==> config.mk <==
export PLATFORM = sky130hd
export DESIGN_NAME = regfile_write_arbiter
export DESIGN_NICKNAME = d
export VERILOG_FILES = /design/src/rtl/regfile_write_arbiter.sv
export SDC_FILE = /design/constraint.sdc
export NUM_CORES = 1
export LEC_CHECK = 0
export ABC_AREA = 1
export CAP_MARGIN = 10
export CORE_MARGIN = 2
export CORE_UTILIZATION = 37
export CTS_CLUSTER_SIZE = 40
export DETAILED_ROUTE_END_ITERATION = 12
export GPL_ROUTABILITY_DRIVEN = 0
export GPL_TIMING_DRIVEN = 1
export PLACE_DENSITY_LB_ADDON = 0.15
export SYNTH_ARGS = -nofsm -noshare
export SYNTH_HDL_FRONTEND = slang
export SYNTH_SLANG_ARGS = --single-unit
==> constraint.sdc <==
create_clock -name clock -period 1.6 [get_ports clock]
set_clock_uncertainty 0.2 [all_clocks]
set_input_delay 0.24 -clock clock [delete_from_list [all_inputs] [get_ports clock]]
set_output_delay 0.24 -clock clock [all_outputs]
set_load 0.01 [all_outputs]
==> src/rtl/regfile_write_arbiter.sv <==
// Register file write-port arbiter: link save into R31 has top priority,
// ALU (A) and load (B) writebacks share the port round-robin.
module regfile_write_arbiter #(
   parameter int CNT_W = 16
) (
   input  logic             clock,
   input  logic             reset_n,
   input  logic             req_a,
   input  logic [4:0]       rd_a,
   input  logic [31:0]      data_a,
   output logic             ack_a,
   input  logic             req_b,
   input  logic [4:0]       rd_b,
   input  logic [31:0]      data_b,
   output logic             ack_b,
   input  logic             link_req,
   input  logic [31:0]      link_pc,
   output logic             link_ack,
   output logic [4:0]       rd,
   output logic [31:0]      write_data,
   output logic             Reg_write,
   output logic [31:0]      PC_in,
   output logic             OR_PC_in,
   output logic [CNT_W-1:0] drop_count
);

   logic eff_a, eff_b, eff_l;
   logic elig_a, elig_b;
   logic gnt_a, gnt_b, gnt_l;
   logic rr_b;
   logic wr_en, drop_hit;
   logic [4:0] wr_rd;
   logic [31:0] wr_data;

   assign eff_a = req_a & ~ack_a;
   assign eff_b = req_b & ~ack_b;
   assign eff_l = link_req & ~link_ack;

   assign gnt_l = eff_l;

   // A/B writes to R31 would collide with the link save on the same port
   assign elig_a = eff_a & ~(gnt_l & (rd_a == 5'd31));
   assign elig_b = eff_b & ~(gnt_l & (rd_b == 5'd31));

   assign gnt_a = elig_a & (~elig_b | ~rr_b);
   assign gnt_b = elig_b & (~elig_a | rr_b);

   always_comb begin
      wr_en    = 1'b0;
      drop_hit = 1'b0;
      wr_rd    = rd_a;
      wr_data  = data_a;
      unique case (1'b1)
         gnt_a: begin
            wr_rd    = rd_a;
            wr_data  = data_a;
            wr_en    = (rd_a != 5'd0);
            drop_hit = (rd_a == 5'd0);
         end
         gnt_b: begin
            wr_rd    = rd_b;
            wr_data  = data_b;
            wr_en    = (rd_b != 5'd0);
            drop_hit = (rd_b == 5'd0);
         end
         default: ;
      endcase
   end

   always_ff @(posedge clock) begin
      if (!reset_n) begin
         ack_a      <= 1'b0;
         ack_b      <= 1'b0;
         link_ack   <= 1'b0;
         rd         <= '0;
         write_data <= '0;
         Reg_write  <= 1'b0;
         PC_in      <= '0;
         OR_PC_in   <= 1'b0;
         drop_count <= '0;
         rr_b       <= 1'b0;
      end else begin
         ack_a     <= gnt_a;
         ack_b     <= gnt_b;
         link_ack  <= gnt_l;
         OR_PC_in  <= gnt_l;
         Reg_write <= wr_en;
         if (gnt_l) PC_in <= link_pc;
         if (wr_en) begin
            rd         <= wr_rd;
            write_data <= wr_data;
         end
         if (gnt_a | gnt_b) rr_b <= gnt_a;
         if (drop_hit && (drop_count != {CNT_W{1'b1}}))
            drop_count <= drop_count + 1'b1;
      end
   end

endmodule

# After elaboration in Yosys (flattened, before gate mapping)
# Index checks and enable logic that the tools add are counted.
dict set report totals {
  reg_bits 90
  input_bits 111
  out_inout_bits 90
}
dict set report classes {
  add_sub_neg 1
  n_eq_ne 3
  muxes 4
  n_bitwise 20
  n_reduce_logical 5
}
# operator n
set ops {}
lappend ops {{2-to-1 mux 32 bit} 1}
lappend ops {{adder 16 x 1 -> 16 bit, second input constant} 1}
lappend ops {{inequality test 16 bit, second input constant} 1}
lappend ops {{equality test 5 bit, second input constant} 2}
lappend ops {{logical NOT 5 bit} 2}
lappend ops {{nonzero test 5 bit} 2}
lappend ops {{AND 1 bit} 9}
lappend ops {{NOT 1 bit} 8}
lappend ops {{2-to-1 mux 5 bit} 1}
lappend ops {{case mux 1 bit (2 select lines)} 2}
lappend ops {{OR 1 bit} 3}
lappend ops {{logical AND 1 bit} 1}

# Longest topological paths before layout
# Gate-level depths: netlist of the first run.
dict set report logic_depth {
  word_depth 10
  ltp_mapped 12
}

# Least setup slack after synthesis of the first run
# OpenSTA, ideal clock, no wires.
dict set report synth_path {
  kind {register to register}
  from {register drop_count[0]}
  to {register drop_count[5]}
  setup_time_ns 0.073
  t_arrival_ns 1.549
  setup_slack_ns -0.222
  path_stages_with_launch 9
  path_buffers 1
  synth_period_minus_slack_ns 1.822
  cell_sequence {dfxtp_1 > ha_1 > nand2_1 > nor3_2 > nand3_2 > nand2_2 > buf_4 > nand2_1 > a21oi_1}
}
dict set report synth_via {
  elab_chain_cells 2
  elab_cells_between_ends 3
  cone_classes {add/sub (1); eq/ne (1); reduce/logical (1)}
}
# element line_no
set synth_rtl {}
lappend synth_rtl {{start: declaration} 24} ;# output logic [CNT_W-1:0] drop_count
lappend synth_rtl {{start signal: assignment} 95} ;# drop_count <= drop_count + 1'b1;
lappend synth_rtl {{branches (longest 2 deep; another with adder 16 x 1 -> 16 bit)} -}
# Several ways; the timed one is not identified.
# A chain may end at the register's enable or synchronous reset.

==> results of run 1 <==
cell usage in the layout (no fill, tap or decap), drive strengths merged, types with 5 or more instances in the layout:
cell type        n
dfxtp           90
nor2           161
nand3           62
a21oi           17
clkbuf          14
dlygate4sd2     95
xnor2            7
nand2          122
o21ai           73
inv             19
nor3             5
buf             79
clkdlybuf4s50  100
report_power, final:
group          internal, mW  switching, mW  total [mW]
Combinational          1.00          0.935        1.94
Clock                 0.568          0.831        1.40
Sequential             2.43          0.113        2.54
Total                  4.00           1.88        5.88
what timing repair did:
action,CTS,global route
pin swaps,28,32
gates cloned,10,4
setup endpoints to repair,144,89
hold endpoints to repair,2,0
gates resized for setup,263,42
setup buffers,18,5
hold buffers,1,0
metal layers:
metal | vias up | routed length, um | GRT usage | part of all wire
met5 | - | 0 | 0 | 0
met4 | 0 | 403 | 0.0931 | 0.026
met3 | 26 | 1190 | 0.0812 | 0.077
met2 | 192 | 7880 | 0.445 | 0.51
met1 | 2307 | 5990 | 0.270 | 0.39
li1 | 2455 | - | - | -
cell type report:
type | count | share of cell area
clock buffer | 10 | 0.0165
multi-input combinational | 458 | 0.339
timing repair buffer | 281 | 0.368
clock inverter | 6 | 0.00551
inverter | 19 | 0.0102
sequential | 90 | 0.237
tap | 140 | 0.0227
antenna | 3 | 0.000973
worst paths after layout:
check                 start        end  slack [ps]  cells after the start
setup / recovery   OR_PC_in      rd[4]        -290                     13
hold / removal      rd_a[1]      rd[1]         220                      5
setup reg to reg   OR_PC_in      rd[4]        -290                     13
hold reg to reg   PC_in[29]  PC_in[29]         280                      2
registers in the layout (all words and copies together), names as in the netlist:
register,flops
rr_b,1
rd,5
ack_a,1
ack_b,1
PC_in,32
Reg_write,1
OR_PC_in,1
drop_count,16
write_data,32
worst max-delay path, cell delays in order (launching register included):
cell	delay, ps
dfxtp_2	340
inv_2	40
nand2_4	100
nor2_4	50
nand2_2	70
nand3_4	90
buf_4	150
buf_6	120
nand2_8	140
buf_6	140
nand2_1	60
o21ai_1	140
nor2_2	70
nor2_1	110
cells by family (layout without fill, tap and decap cells):
kind of cell | after synthesis | in the layout | share of synthesized area
adders and majority gates | 1 | 1 | 0.00305
DFF | 90 | 90 | 0.439
AOI/OAI and AO/OA | 92 | 92 | 0.116
and+or+nand+nor | 353 | 354 | 0.353
buffers and inverters | 56 | 316 | 0.0652
other | 0 | 3 | 0
xor gates and xnor gates | 11 | 11 | 0.0235
stage by stage:
step                setup TNS, ps  setup slack [ps]  hold slack [ps]  power, mW  area (um2)
finish                     -12210              -289              216       5.88        7720
global route               -16960              -377              223       6.20        7710
CTS                         -6780              -230              190       5.81        7540
detailed placement         -38830              -576              273       4.11        6560
global placement           -37130              -559              263       4.08        6560
floorplan                   -3240             -88.4              204       3.26        4190
==> impl_metrics.toml, run 1 <==
[critical_path]
startpoint_type = "flop"
path_class = "reg2reg"
critPathArrivalTime_ps = 1980
end_kind = "flop"
cp.required_ps = 1690
cp_max_fo = 8

[yosys]
ys.flop_type = "dfxtp_1"
postSynthAreaPerCell_um2 = 6.81
yosysTopAreaCellShare = 0.439
ys_ff_latch = 90
synth_area_mm2 = 0.00411
netlist_instances = 603
yosys.area.top_type = "dfxtp_1"
synth_most_common_cell = "nor2_1"
synth_fp_nets = 715
yosysWarnings = 0
seq_area_frac_synth = 0.439
async_flop_share = 0
ys_types = 29
synth_edf_count = 0
netlist_top_cells_count = "nor2_1, nand2_1, dfxtp_1, nand3_1, o21ai_0"
yosys-top-cells-area = "dfxtp_1, nor2_1, nand2_1, nand3_1, o21ai_0"

[cells_and_area]
regArea_mm2 = 0.00183
multi_input_area_mm2 = 0.00262
fin_util = 0.712
fin_nets = 971
finalNonFillerCells = 1007
area_growth_pct = 87.9
fillers = 856
drive_gt1_frac = 0.291

[die]
die-area_mm2 = 0.0120
fp.dieH_um = 109
initial_core_util = 0.379
coreArea_mm2 = 0.0108
ioPinCount = 201
fp-row-count = 38
dieWidth_um = 109

[grt]
grt_pass1_wl_um = 23000
antenna_found_initial = 3
gr-usage-all-layers = 0.248
grt_pass1_vias = 4749
grt_max_degree = 53
gr-total-overflow = 0

[cts]
cts-root-buf = "clkbuf_8"
cts-buffers-inserted = 9
clockBufferDepth = 2
cts_tree = "built"
path_clk_slew_ps = 90
cts-htree-levels = 3
clock_latency_ps = 360
cts.sinks = 90

[routing]
avgViaCountPerCell = 4.95
wl_per_cell_um = 15.4
initialDrtViolationCount = 282
wirelength_um = 15500
via_count = 4980
ant_nets = 0
drt_first_pass_iters = 4
drcViolationCount = 0

[sta]
setup_slack_ps = -289
report.final.slew_viol_count = 0
slew_headroom = 0.804
worst_slew_pin_slew_ps = 294
rsz0062_at_grt = "true"
setup_viol = 54
finalCriticalPeriod_ps = 1890
hold_viol = 0
clock.fmax_mhz = 529
period_share = 1.18

[placement]
place_hpwl_um = 9790
io_buffers = 200
numPlacedInstances = 955

[flow_run]
cap_violations = 0

[power]
p_leak_nw = 3.48
peakVddDrop_v = 0.000368
p_per_area_mw_per_mm2 = 762

[min_path]
min_path_type = "in2reg"

[run_status]
violations = "negative setup slack"
outcome = "finished, violations left"
No activity file was read; power rests on OpenSTA's default activity.
==> run 2, diff against run 1 <==
Settings changed: RECOVER_POWER set to 100.
==> run 2 against run 1 <==
The run still ends with negative setup slack left. Clock-buffer cell count unchanged. Cell count is the same. Routed wire length down 0.16%. Flip-flop and latch count unchanged. Combinational power barely moved. First-iteration DRC count fell by 2.8%. Global-route usage is the same. Register-to-register slack hardly changed. Non-clock buffer count unchanged. Maximum frequency decreased by 0.11%.
==> impl_metrics.toml, run 2 (synthesis gave the netlist of run 1 again) <==
[routing]
drcViolationCount = 0
initialDrtViolationCount = 274
ant_nets = 0
avgViaCountPerCell = 4.94
wirelength_um = 15400
wl_per_cell_um = 15.3
via_count = 4976
drt_first_pass_iters = 4

[placement]
numPlacedInstances = 955
io_buffers = 200
place_hpwl_um = 9790

[sta]
setup_viol = 55
worst_slew_pin_slew_ps = 288
slew_headroom = 0.808
finalCriticalPeriod_ps = 1890
period_share = 1.18
rsz0062_at_grt = "true"
report.final.slew_viol_count = 0
setup_slack_ps = -291
hold_viol = 0
clock.fmax_mhz = 529

[run_status]
outcome = "finished, violations left"
violations = "negative setup slack"

[die]
initial_core_util = 0.379
coreArea_mm2 = 0.0108
fp.dieH_um = 109
fp-row-count = 38
ioPinCount = 201
dieWidth_um = 109
die-area_mm2 = 0.0120

[critical_path]
startpoint_type = "flop"
cp_max_fo = 8
path_class = "reg2reg"
reg2regPathDepth = 13
end_kind = "flop"
ff2ff_setup_slack_ps = -290
r2r-end = "rd[4]"
worstReg2RegStart = "OR_PC_in"
cp.required_ps = 1690
critPathArrivalTime_ps = 1990

[grt]
gr-usage-all-layers = 0.248
gr-total-overflow = 0
grt_pass1_vias = 4749
antenna_found_initial = 3
grt_max_degree = 53
grt_pass1_wl_um = 23000

[power]
p_switching_mw = 1.88
p_per_area_mw_per_mm2 = 764
p_leak_nw = 3.47
peakVddDrop_v = 0.000367
seqPwrFrac = 0.433
finalPower_mw = 5.88
clockPowerShare = 0.237
swShare = 0.319
p_int_mw = 4.01
power_frac_comb = 0.329

[cells_and_area]
finalNonFillerCells = 1007
fin_nets = 971
drive_gt1_frac = 0.284
fin_util = 0.710
layout_common_cells = "nor2_1, clkdlybuf4s50_1, dlygate4sd2_1"
layout_commonest_cell = "nor2_1"
reg_top3 = "PC_in: 32 flops, write_data: 32 flops, drop_count: 16 flops"
fillers = 865
area_growth_pct = 87.5

[cts]
clockBufferDepth = 2
cts_tree = "built"
cts.sinks = 90
cts-root-buf = "clkbuf_8"
cts-htree-levels = 3
path_clk_slew_ps = 90
cts-buffers-inserted = 9
clock_latency_ps = 360

[flow_run]
cap_violations = 0

[min_path]
min_path_type = "in2reg"
min_from = "rd_a[1]"
worstHoldPathCells = 5
whs_endpoint = "rd[1]"
run 2: changes by cell type in the layout (fill, tap and decap cells not counted):
cell | previous run | this run
clkbuf_2 | 2 | 4
dfxtp_2 | 11 | 7
dfxtp_1 | 76 | 82
dfxtp_4 | 3 | 1
buf_4 | 46 | 44
run 2: layout make-up:
| class | instances | area [um2] | area share |
|---|---|---|---|
| clock inverter | 6 | 42.5 | 0.00552 |
| sequential | 90 | 1810 | 0.236 |
| antenna | 3 | 7.51 | 0.000975 |
| inverter | 19 | 78.8 | 0.0102 |
| timing repair buffer | 281 | 2840 | 0.368 |
| tap | 140 | 175 | 0.0227 |
| clock buffer | 10 | 128 | 0.0166 |
| multi-input combinational | 458 | 2620 | 0.340 |
run 2: critical path: stages (launching register included):
cell     delay, ps
dfxtp_2        340
inv_2           40
nand2_4        100
nor2_4          50
nand2_2         70
nand3_4         90
buf_4          150
buf_6          120
nand2_8        140
buf_6          140
nand2_1         60
o21ai_1        140
nor2_2          70
nor2_1         110
run 2: power groups by stage:
stage / registers [mW] / clock network, mW / logic, mW
3_5_place_dp: 2.58 / 0 / 1.52
2_1_floorplan: 2.67 / 0 / 0.593
4_1_cts: 2.54 / 1.44 / 1.83
3_3_place_gp: 2.58 / 0 / 1.50
6_report: 2.55 / 1.40 / 1.94
5_1_grt: 2.57 / 1.55 / 2.08
run 2: stage by stage:
step | hold WS (ps) | setup slack [ps] | setup TNS, ps | area [um2]
after floorplan | 204 | -88.4 | -3240 | 4190
after global placement | 263 | -559 | -37130 | 6560
after detailed placement | 273 | -576 | -38830 | 6560
after CTS | 190 | -230 | -6780 | 7540
after global routing | 223 | -377 | -16980 | 7700
final | 215 | -291 | -12320 | 7700
run 2: worst max-delay path by stage:
stage,endpoint,slack (ps),cells past startpoint,start
detailed placement,write_data[30],-580,11,link_req
global placement,write_data[4],-560,10,req_b
CTS,write_data[21],-230,12,OR_PC_in
finish,rd[4],-290,13,OR_PC_in
global route,rd[4],-380,13,OR_PC_in
floorplan,rd[2],-90,11,OR_PC_in
run 2: layer usage:
metal | share of wire | wire length [um] | up-vias | GRT usage
met3 | 0.077 | 1190 | 26 | 0.0812
met1 | 0.39 | 5950 | 2310 | 0.270
met2 | 0.51 | 7900 | 181 | 0.445
met4 | 0.026 | 405 | 0 | 0.0931
met5 | 0 | 0 | - | 0
li1 | - | - | 2459 | -
run 2: repair_timing:
action                                  in CTS  in global routing
endpoints found under the setup margin     144                 89
setup buffers                               18                  5
pin swaps                                   28                 32
hold endpoints to repair                     2                  0
gates resized for setup                    263                 42
gates cloned                                10                  4
hold buffers                                 1                  0
==> run 3, diff against run 2 <==
Settings changed: HOLD_SLACK_MARGIN set to 0.02, SKIP_CTS_REPAIR_TIMING set to 1.
==> run 3 against run 2 <==
The run still ends with negative setup slack left. Routed wire length fell by 8.4%. Highest routed layer unchanged. Critical path depth is 2 lower. Critical path type is now in2reg. Non-clock buffer count shrank 15. Combinational power shrank 6%. Cell area shrank 1.6%. Register-to-register slack gained 40 ps. Sequential power about the same. Maximum frequency increased by 0.14%. First-iteration DRC count shrank 20%. Largest cell class unchanged. Flip-flop and latch count is the same. Clock power hardly changed.
==> impl_metrics.toml, run 3 (synthesis gave the netlist of run 1 again) <==
[cts]
cts-root-buf = "clkbuf_8"
cts.sinks = 90
path_clk_slew_ps = 90
cts_tree = "built"
clock_latency_ps = 360
cts-buffers-inserted = 9
cts-htree-levels = 3
clockBufferDepth = 2

[grt]
grt_pass1_wl_um = 20100
gr-usage-all-layers = 0.214
antenna_found_initial = 2
grt_max_degree = 53
gr-total-overflow = 0
grt_pass1_vias = 4321

[power]
power_frac_comb = 0.318
p_leak_nw = 4.42
clockPowerShare = 0.242
p_switching_mw = 1.78
p_int_mw = 3.97
swShare = 0.309
peakVddDrop_v = 0.000356
p_per_area_mw_per_mm2 = 759
seqPwrFrac = 0.441

[cells_and_area]
fin_util = 0.699
finalNonFillerCells = 990
area_growth_pct = 84.5
fin_nets = 955
layout_common_cells = "nor2_1, nand2_1, clkdlybuf4s50_1"
fin_area_mm2 = 0.00758
regArea_mm2 = 0.00183
drive_gt1_frac = 0.210
layout_commonest_cell = "nor2_1"
multi_input_area_mm2 = 0.00239
fillers = 901
reg_top3 = "PC_in: 32 flops, write_data: 32 flops, drop_count: 16 flops"

[routing]
wl_per_cell_um = 14.3
initialDrtViolationCount = 218
drt_first_pass_iters = 6
ant_nets = 0
via_count = 4808
avgViaCountPerCell = 4.86
wirelength_um = 14200
drcViolationCount = 0

[critical_path]
critPathArrivalTime_ps = 1990
path_class = "in2reg"
end_kind = "flop"
cp.required_ps = 1700
ff2ff_setup_slack_ps = -250
cp_max_fo = 11
startpoint_type = "input port"

[die]
ioPinCount = 201
initial_core_util = 0.379
die-area_mm2 = 0.0120
fp-row-count = 38
fp.dieH_um = 109
coreArea_mm2 = 0.0108
dieWidth_um = 109

[sta]
slew_headroom = 0.795
rsz0062_at_grt = "true"
setup_slack_ps = -289
setup_viol = 54
tns_ps = -12650
hold_viol = 0
worst_slew_pin_slew_ps = 307
report.final.slew_viol_count = 0
period_share = 1.18
clock.fmax_mhz = 530
finalCriticalPeriod_ps = 1890

[placement]
io_buffers = 200
numPlacedInstances = 955
place_hpwl_um = 9790
dpl_cell_area_mm2 = 0.00656

[run_status]
outcome = "finished, violations left"
violations = "negative setup slack"

[min_path]
min_path_type = "in2reg"

[flow_run]
cap_violations = 0
==> run 3: cell type report <==
type / count / share of cell area
clock buffers: 10 / 0.0168
diodes: 2 / 0.000660
repair buffers: 266 / 0.386
flip-flops and latches: 90 / 0.241
clock inverters: 6 / 0.00561
multi-input cells: 457 / 0.316
inverters: 19 / 0.0111
well taps: 140 / 0.0231
==> run 3: power groups by stage <==
stage | combinational, mW | clock (mW) | sequential, mW
global placement | 1.50 | 0 | 2.58
CTS | 1.53 | 1.44 | 2.53
global route | 1.98 | 1.54 | 2.56
floorplan | 0.593 | 0 | 2.67
detailed placement | 1.52 | 0 | 2.58
finish | 1.83 | 1.39 | 2.54
==> run 3: worst paths after layout <==
path	from	endpoint	cells past startpoint
max	link_req	rd[0]	11
max reg2reg	OR_PC_in	rd[0]	11
min	rd_a[3]	rd[3]	5
min reg2reg	PC_in[29]	PC_in[29]	2
==> run 3: critical path, cell delays in order <==
cell and delay (ps):
clkdlybuf4s50_1 510, nand2_4 100, nor2_4 130, nand2_1 90, nand3_2 110, nand3b_1 150
nand2_4 200, buf_4 140, buf_8 130, o21ai_1 70, nor2_2 110
==> run 3: stage by stage <==
step / power [mW] / setup WS (ps) / hold WS (ps)
2_1_floorplan: 3.26 / -88.4 / 204
3_3_place_gp: 4.08 / -559 / 263
3_5_place_dp: 4.11 / -576 / 273
4_1_cts: 5.51 / -286 / -41.0
5_1_grt: 6.08 / -392 / 156
6_report: 5.75 / -289 / 124
==> run 3: routing by layer <==
metal	share of wire	GRT usage	wire length, um	vias up
met5	0	0	0	-
met4	0.023	0.0787	322	0
met3	0.078	0.0711	1100	21
met2	0.51	0.373	7220	163
met1	0.39	0.241	5510	2203
li1	-	-	-	2421
==> edit 1, RTL diff (flow settings as in run 3) <==
Put one more register stage on the output `drop_count`, cleared by the reset. The value now appears one clock later. The other outputs are not delayed to match.
--- a/src/rtl/regfile_write_arbiter.sv
+++ b/src/rtl/regfile_write_arbiter.sv
@@ -23,6 +23,8 @@
    output logic             OR_PC_in,
    output logic [CNT_W-1:0] drop_count
 );
+
+   logic [CNT_W-1:0] drop_count_s0;
 
    logic eff_a, eff_b, eff_l;
    logic elig_a, elig_b;
@@ -77,7 +79,7 @@
          Reg_write  <= 1'b0;
          PC_in      <= '0;
          OR_PC_in   <= 1'b0;
-         drop_count <= '0;
+         drop_count_s0 <= '0;
          rr_b       <= 1'b0;
       end else begin
          ack_a     <= gnt_a;
@@ -91,8 +93,16 @@
             write_data <= wr_data;
          end
          if (gnt_a | gnt_b) rr_b <= gnt_a;
-         if (drop_hit && (drop_count != {CNT_W{1'b1}}))
-            drop_count <= drop_count + 1'b1;
+         if (drop_hit && (drop_count_s0 != {CNT_W{1'b1}}))
+            drop_count_s0 <= drop_count_s0 + 1'b1;
+      end
+   end
+
+   always_ff @(posedge clock) begin
+      if (!reset_n) begin
+         drop_count <= '0;
+      end else begin
+         drop_count <= drop_count_s0;
       end
    end
 
Function: changed (Yosys sat finds a counterexample within 4 cycles, from zero or initial values and one cycle with reset_n low).
==> edit 1 against run 3 <==
- the flow still finishes with violations (setup timing)
- first-iteration DRC count is 33% higher
- utilization is 6.0 points lower
- via count is 7.3% higher
- hold slack better by 0.13 ns
- setup slack better by 0.037 ns
- sequential cell count is 16 higher
- wire length is 6.4% higher
- count of clock-buffer cells in the layout stayed put
- critical path depth is 1 higher
- design area is 7.2% higher
- synthesized area is 18% higher
- total power is 20% higher
- largest power group unchanged
==> edit 1: results (changes against run 3) <==
setup_path:
  worstRegToRegCells: 10  # -1
  critPathCapture: "write_data[21]"
  critPathMaxStageDelay_ns: 0.46  # -0.05 ns
drt:
  first_pass_iters: 5  # -1
  drt_iter0_drc: 289  # +33%
  met3_length_um: 946  # -14%
  wire_per_inst_um: 13.7  # -4.2%
  num_vias: 5157  # +7.3%
clocking:
  cts-root-buf: "clkbuf_16"
  clk_pin_slew_ns: 0.07  # -0.02 ns
sta:
  fin_tns_setup_ns: -10.40  # +2.25 ns
  setup_viol: 54  # unchanged
  fin_ws_ns: -0.252  # +0.0366 ns
worst_hold_path:
  timing.hold.worst.class: "flip-flop to flip-flop"
  hold_depth: 2  # -3
  hold_path_end: "drop_count[13]"
grt:
  antenna_found_initial: 0  # -2
  grt_pass1_wl_mm: 23.2  # +16%
  grt_pass1_vias: 5008  # +16%
layout:
  num-nets-final: 1034  # +8.3%
  drive_gt1_share_pct: 16.0  # -5.0 points
  layout_commonest_cell: "nand2_1"
  reg.largest.list: "PC_in: 32 flops, write_data: 32 flops"
  diodes: 0  # -2
logic_synthesis:
  yosys-top-cells-area: "dfxtp_1 44%, nand2_1 15%, nor2_1 11%"
  syn-num-nets: 806  # +13%
  ys_types: 31  # +6.9%
  yosys-top-cells-count: "200 x nand2_1, 140 x nor2_1, 106 x dfxtp_1"
placed_design:
  hpwl_mm: 10.8  # +10%
  dp_cells: 1077  # +13%
  placed_area_um2: 7340  # +12%
status:
  violations: "setup timing"
  status: "complete, but fails checks"
[edit 1: metal layers]
layer | vias to the layer above | track usage (%)
met5 | - | 0
met2 | 127 | 36.7
li1 | 2610 | -
met3 | 26 | 6.52
met4 | 0 | 7.74
met1 | 2394 | 21.8
[edit 1: cell families (layout without fill, tap and decap cells)]
family / Yosys count / after routing / synth area share, %
xor+xnor: 11 / 11 / 1.98
buf+inv: 79 / 312 / 7.77
compound gates: 57 / 57 / 6.07
simple gates: 440 / 440 / 40.3
fa+ha+maj: 1 / 1 / 0.257
flops: 106 / 106 / 43.6
[edit 1: area by class of cell]
class | count | area [um^2]
clock inverters | 6 | 72.6
well taps | 172 | 215
inverters | 39 | 151
fillers | 1148 | 4590
multi-input cells | 509 | 2540
repair buffers | 257 | 2770
flip-flops and latches | 106 | 2130
clock buffers | 10 | 239
[edit 1: report_power, final]
part           internal, uW  total, uW  switching [uW]
clock                  1280       2300            1030
sequential             2820       2910            83.8
combinational           875       1670             795
total                  4970       6880            1900
==> edit 2, RTL diff (flow settings as in run 3) <==
Made on the original files. Change the parameter `CNT_W` from 16 to 18.
--- a/src/rtl/regfile_write_arbiter.sv
+++ b/src/rtl/regfile_write_arbiter.sv
@@ -1,7 +1,7 @@
 // Register file write-port arbiter: link save into R31 has top priority,
 // ALU (A) and load (B) writebacks share the port round-robin.
 module regfile_write_arbiter #(
-   parameter int CNT_W = 16
+   parameter int CNT_W = 18
 ) (
    input  logic             clock,
    input  logic             reset_n,
Ports: changed (resized drop_count); port bits go from 201 to 203. The function was not compared with the original's and may differ.
==> edit 2 against run 3 <==
- largest cell class unchanged
- the run still ends with setup timing left
- sequential cell count increased by 2
- first-iteration DRC count rose by 84%
- wire length up 0.15%
- design area grew 1.2%
- critical path depth decreased by 1
- total power grew 8.0%
- setup slack better by 0.092 ns
- critical endpoint is now drop_count[13]
- synthesized area up 4.5%
==> edit 2: results (changes against run 3) <==
sta:
  setup_viol: 55  # +1.9%
  fin_ws_ns: -0.197  # +0.0917 ns
  tightest_slew_ns: 0.308  # +0.000590 ns
  fin_worst_hold_slack_ns: 0.0380  # -0.0861 ns
setup_path:
  path_max_fanout: 6  # -5
  r2r_setup_slack_ns: -0.18  # +0.07 ns
  worstRegToRegCells: 9  # -2
layout:
  drive_gt1_share_pct: 17.7  # -3.3 points
  reg.largest.list: "PC_in: 32 flops, write_data: 32 flops, drop_count: 18 flops"
  num-nets-final: 976  # +2.2%
  num-fill-cells: 952  # +5.7%
clocking:
  clk_pin_slew_ns: 0.06  # -0.03 ns
  cts-root-buf: "clkbuf_16"
  cts_max_path_buffers: 2  # unchanged
  clk_latency_ns: 0.33  # -0.03 ns
  htreeDepth: 3  # unchanged
  cts_buffers: 9  # unchanged
drt:
  wirelength_mm: 14.2  # +0.15%
  drt_iter0_drc: 402  # +84%
  first_pass_iters: 5  # -1
  num_vias: 4960  # +3.2%
  viasPerCell: 4.90  # +0.82%
power_and_ir_drop:
  p_leak_uw: 0.00458  # +3.5%
  peakVddDrop_mv: 0.547  # +54%
  cell_internal_pwr_uw: 4510  # +14%
placed_design:
  hpwl_mm: 9.89  # +1.0%
  place_ws_ns: -0.610  # -0.0342 ns
  dp_cells: 988  # +3.5%
  portBuffers: 202  # +1.0%
  placed_area_um2: 6740  # +2.9%
logic_synthesis:
  yosys-top-cells-area: "dfxtp_1 43%, nor2_1 14%, nand2_1 11%"
  synth_seq_area_share_pct: 42.9  # -0.95 points
  ys_types: 30  # +3.4%
  yosys_warnings: 0  # unchanged
  async_flop_share_pct: 0  # unchanged
  syn-num-nets: 744  # +4.1%
  avgSynthCellArea_um2: 6.79  # -0.32%
  yosys-top-cells-count: "160 x nor2_1, 127 x nand2_1, 92 x dfxtp_1"
status:
  violations: "setup timing"
  status: "complete, but fails checks"
worst_hold_path:
  timing.hold.worst.class: "primary input to flip-flop"
  hold_depth: 3  # -2
grt:
  grt_pass1_vias: 4612  # +6.7%
  grt_max_degree: 54  # +1.9%
  grt_pass1_wl_mm: 21.4  # +6.4%
  antenna_found_initial: 2  # unchanged
  grt_usage_pct: 20.8  # -0.55 points
[edit 2: changes by cell type after synthesis, moves of 3 or more]
| cell | change |
|---|---|
| inv_1 | +6 |
| xor2_1 | +4 |
| o21ai_0 | +27 |
| clkbuf_1 | +3 |
| o21ai_1 | -27 |
| xnor2_1 | -4 |
| nand2_1 | +9 |
| nand3_1 | +4 |
[edit 2: critical path: stages]
cell             delay [ns]
clkdlybuf4s50_1        0.46
inv_1                  0.06
nor2_4                 0.12
inv_1                  0.06
a21oi_2                0.16
nand3_1                0.16
nand2_4                0.19
clkbuf_16              0.18
nand3_1                0.06
a21oi_1                0.16
[edit 2: cell type report]
cell class | instances | share of cell area [%]
diodes | 1 | 0.0326
clock buffers | 14 | 3.72
clock inverters | 2 | 0.196
inverters | 25 | 1.29
multi-input cells | 479 | 31.7
flip-flops and latches | 92 | 24.3
well taps | 143 | 2.33
repair buffers | 257 | 36.5
[edit 2: layer usage]
metal	GRT usage (%)	vias up	wire length, um	share of wire [%]
li1	-	2489	-	-
met1	24.4	2242	5700	40
met2	35.2	207	6990	49
met3	7.68	20	1210	8.5
met4	7.24	2	261	1.8
met5	0	-	13	0.092
[edit 2: logic make-up after synthesis]
group                      share of synthesized area (%)
and+or+nand+nor                                     36.6
AOI/OAI and AO/OA                                   11.4
DFF                                                 42.9
buffers and inverters                               6.62
xor gates and xnor gates                            2.25
adders and majority gates                          0.291
[edit 2: power by group through the flow]
| stage | Sequential, uW | Clock, uW | Combinational, uW |
|---|---|---|---|
| finish | 2580 | 2120 | 1510 |
| global route | 2610 | 2270 | 1660 |
| CTS | 2590 | 2170 | 1510 |
| detailed placement | 2640 | 0 | 1500 |
| global placement | 2630 | 0 | 1490 |
| floorplan | 2720 | 0 | 580 |
[edit 2: path summary, 6_finish.rpt]
| kind | start | end |
|---|---|---|
| setup / recovery | req_a | drop_count[13] |
| hold / removal | reset_n | ack_a |
| hold reg to reg | PC_in[14] | PC_in[14] |
| setup reg to reg | drop_count[0] | drop_count[13] |
[edit 2: metrics by stage]
stage                     TNS [ns]  utilization [%]  total power, uW
after global placement      -41.50             59.3             4120
after detailed placement    -42.24             59.3             4140
after floorplan              -3.36                -             3300
after CTS                   -22.06             62.0             6270
final                        -7.41             67.5             6210
after global routing        -13.45             67.5             6540
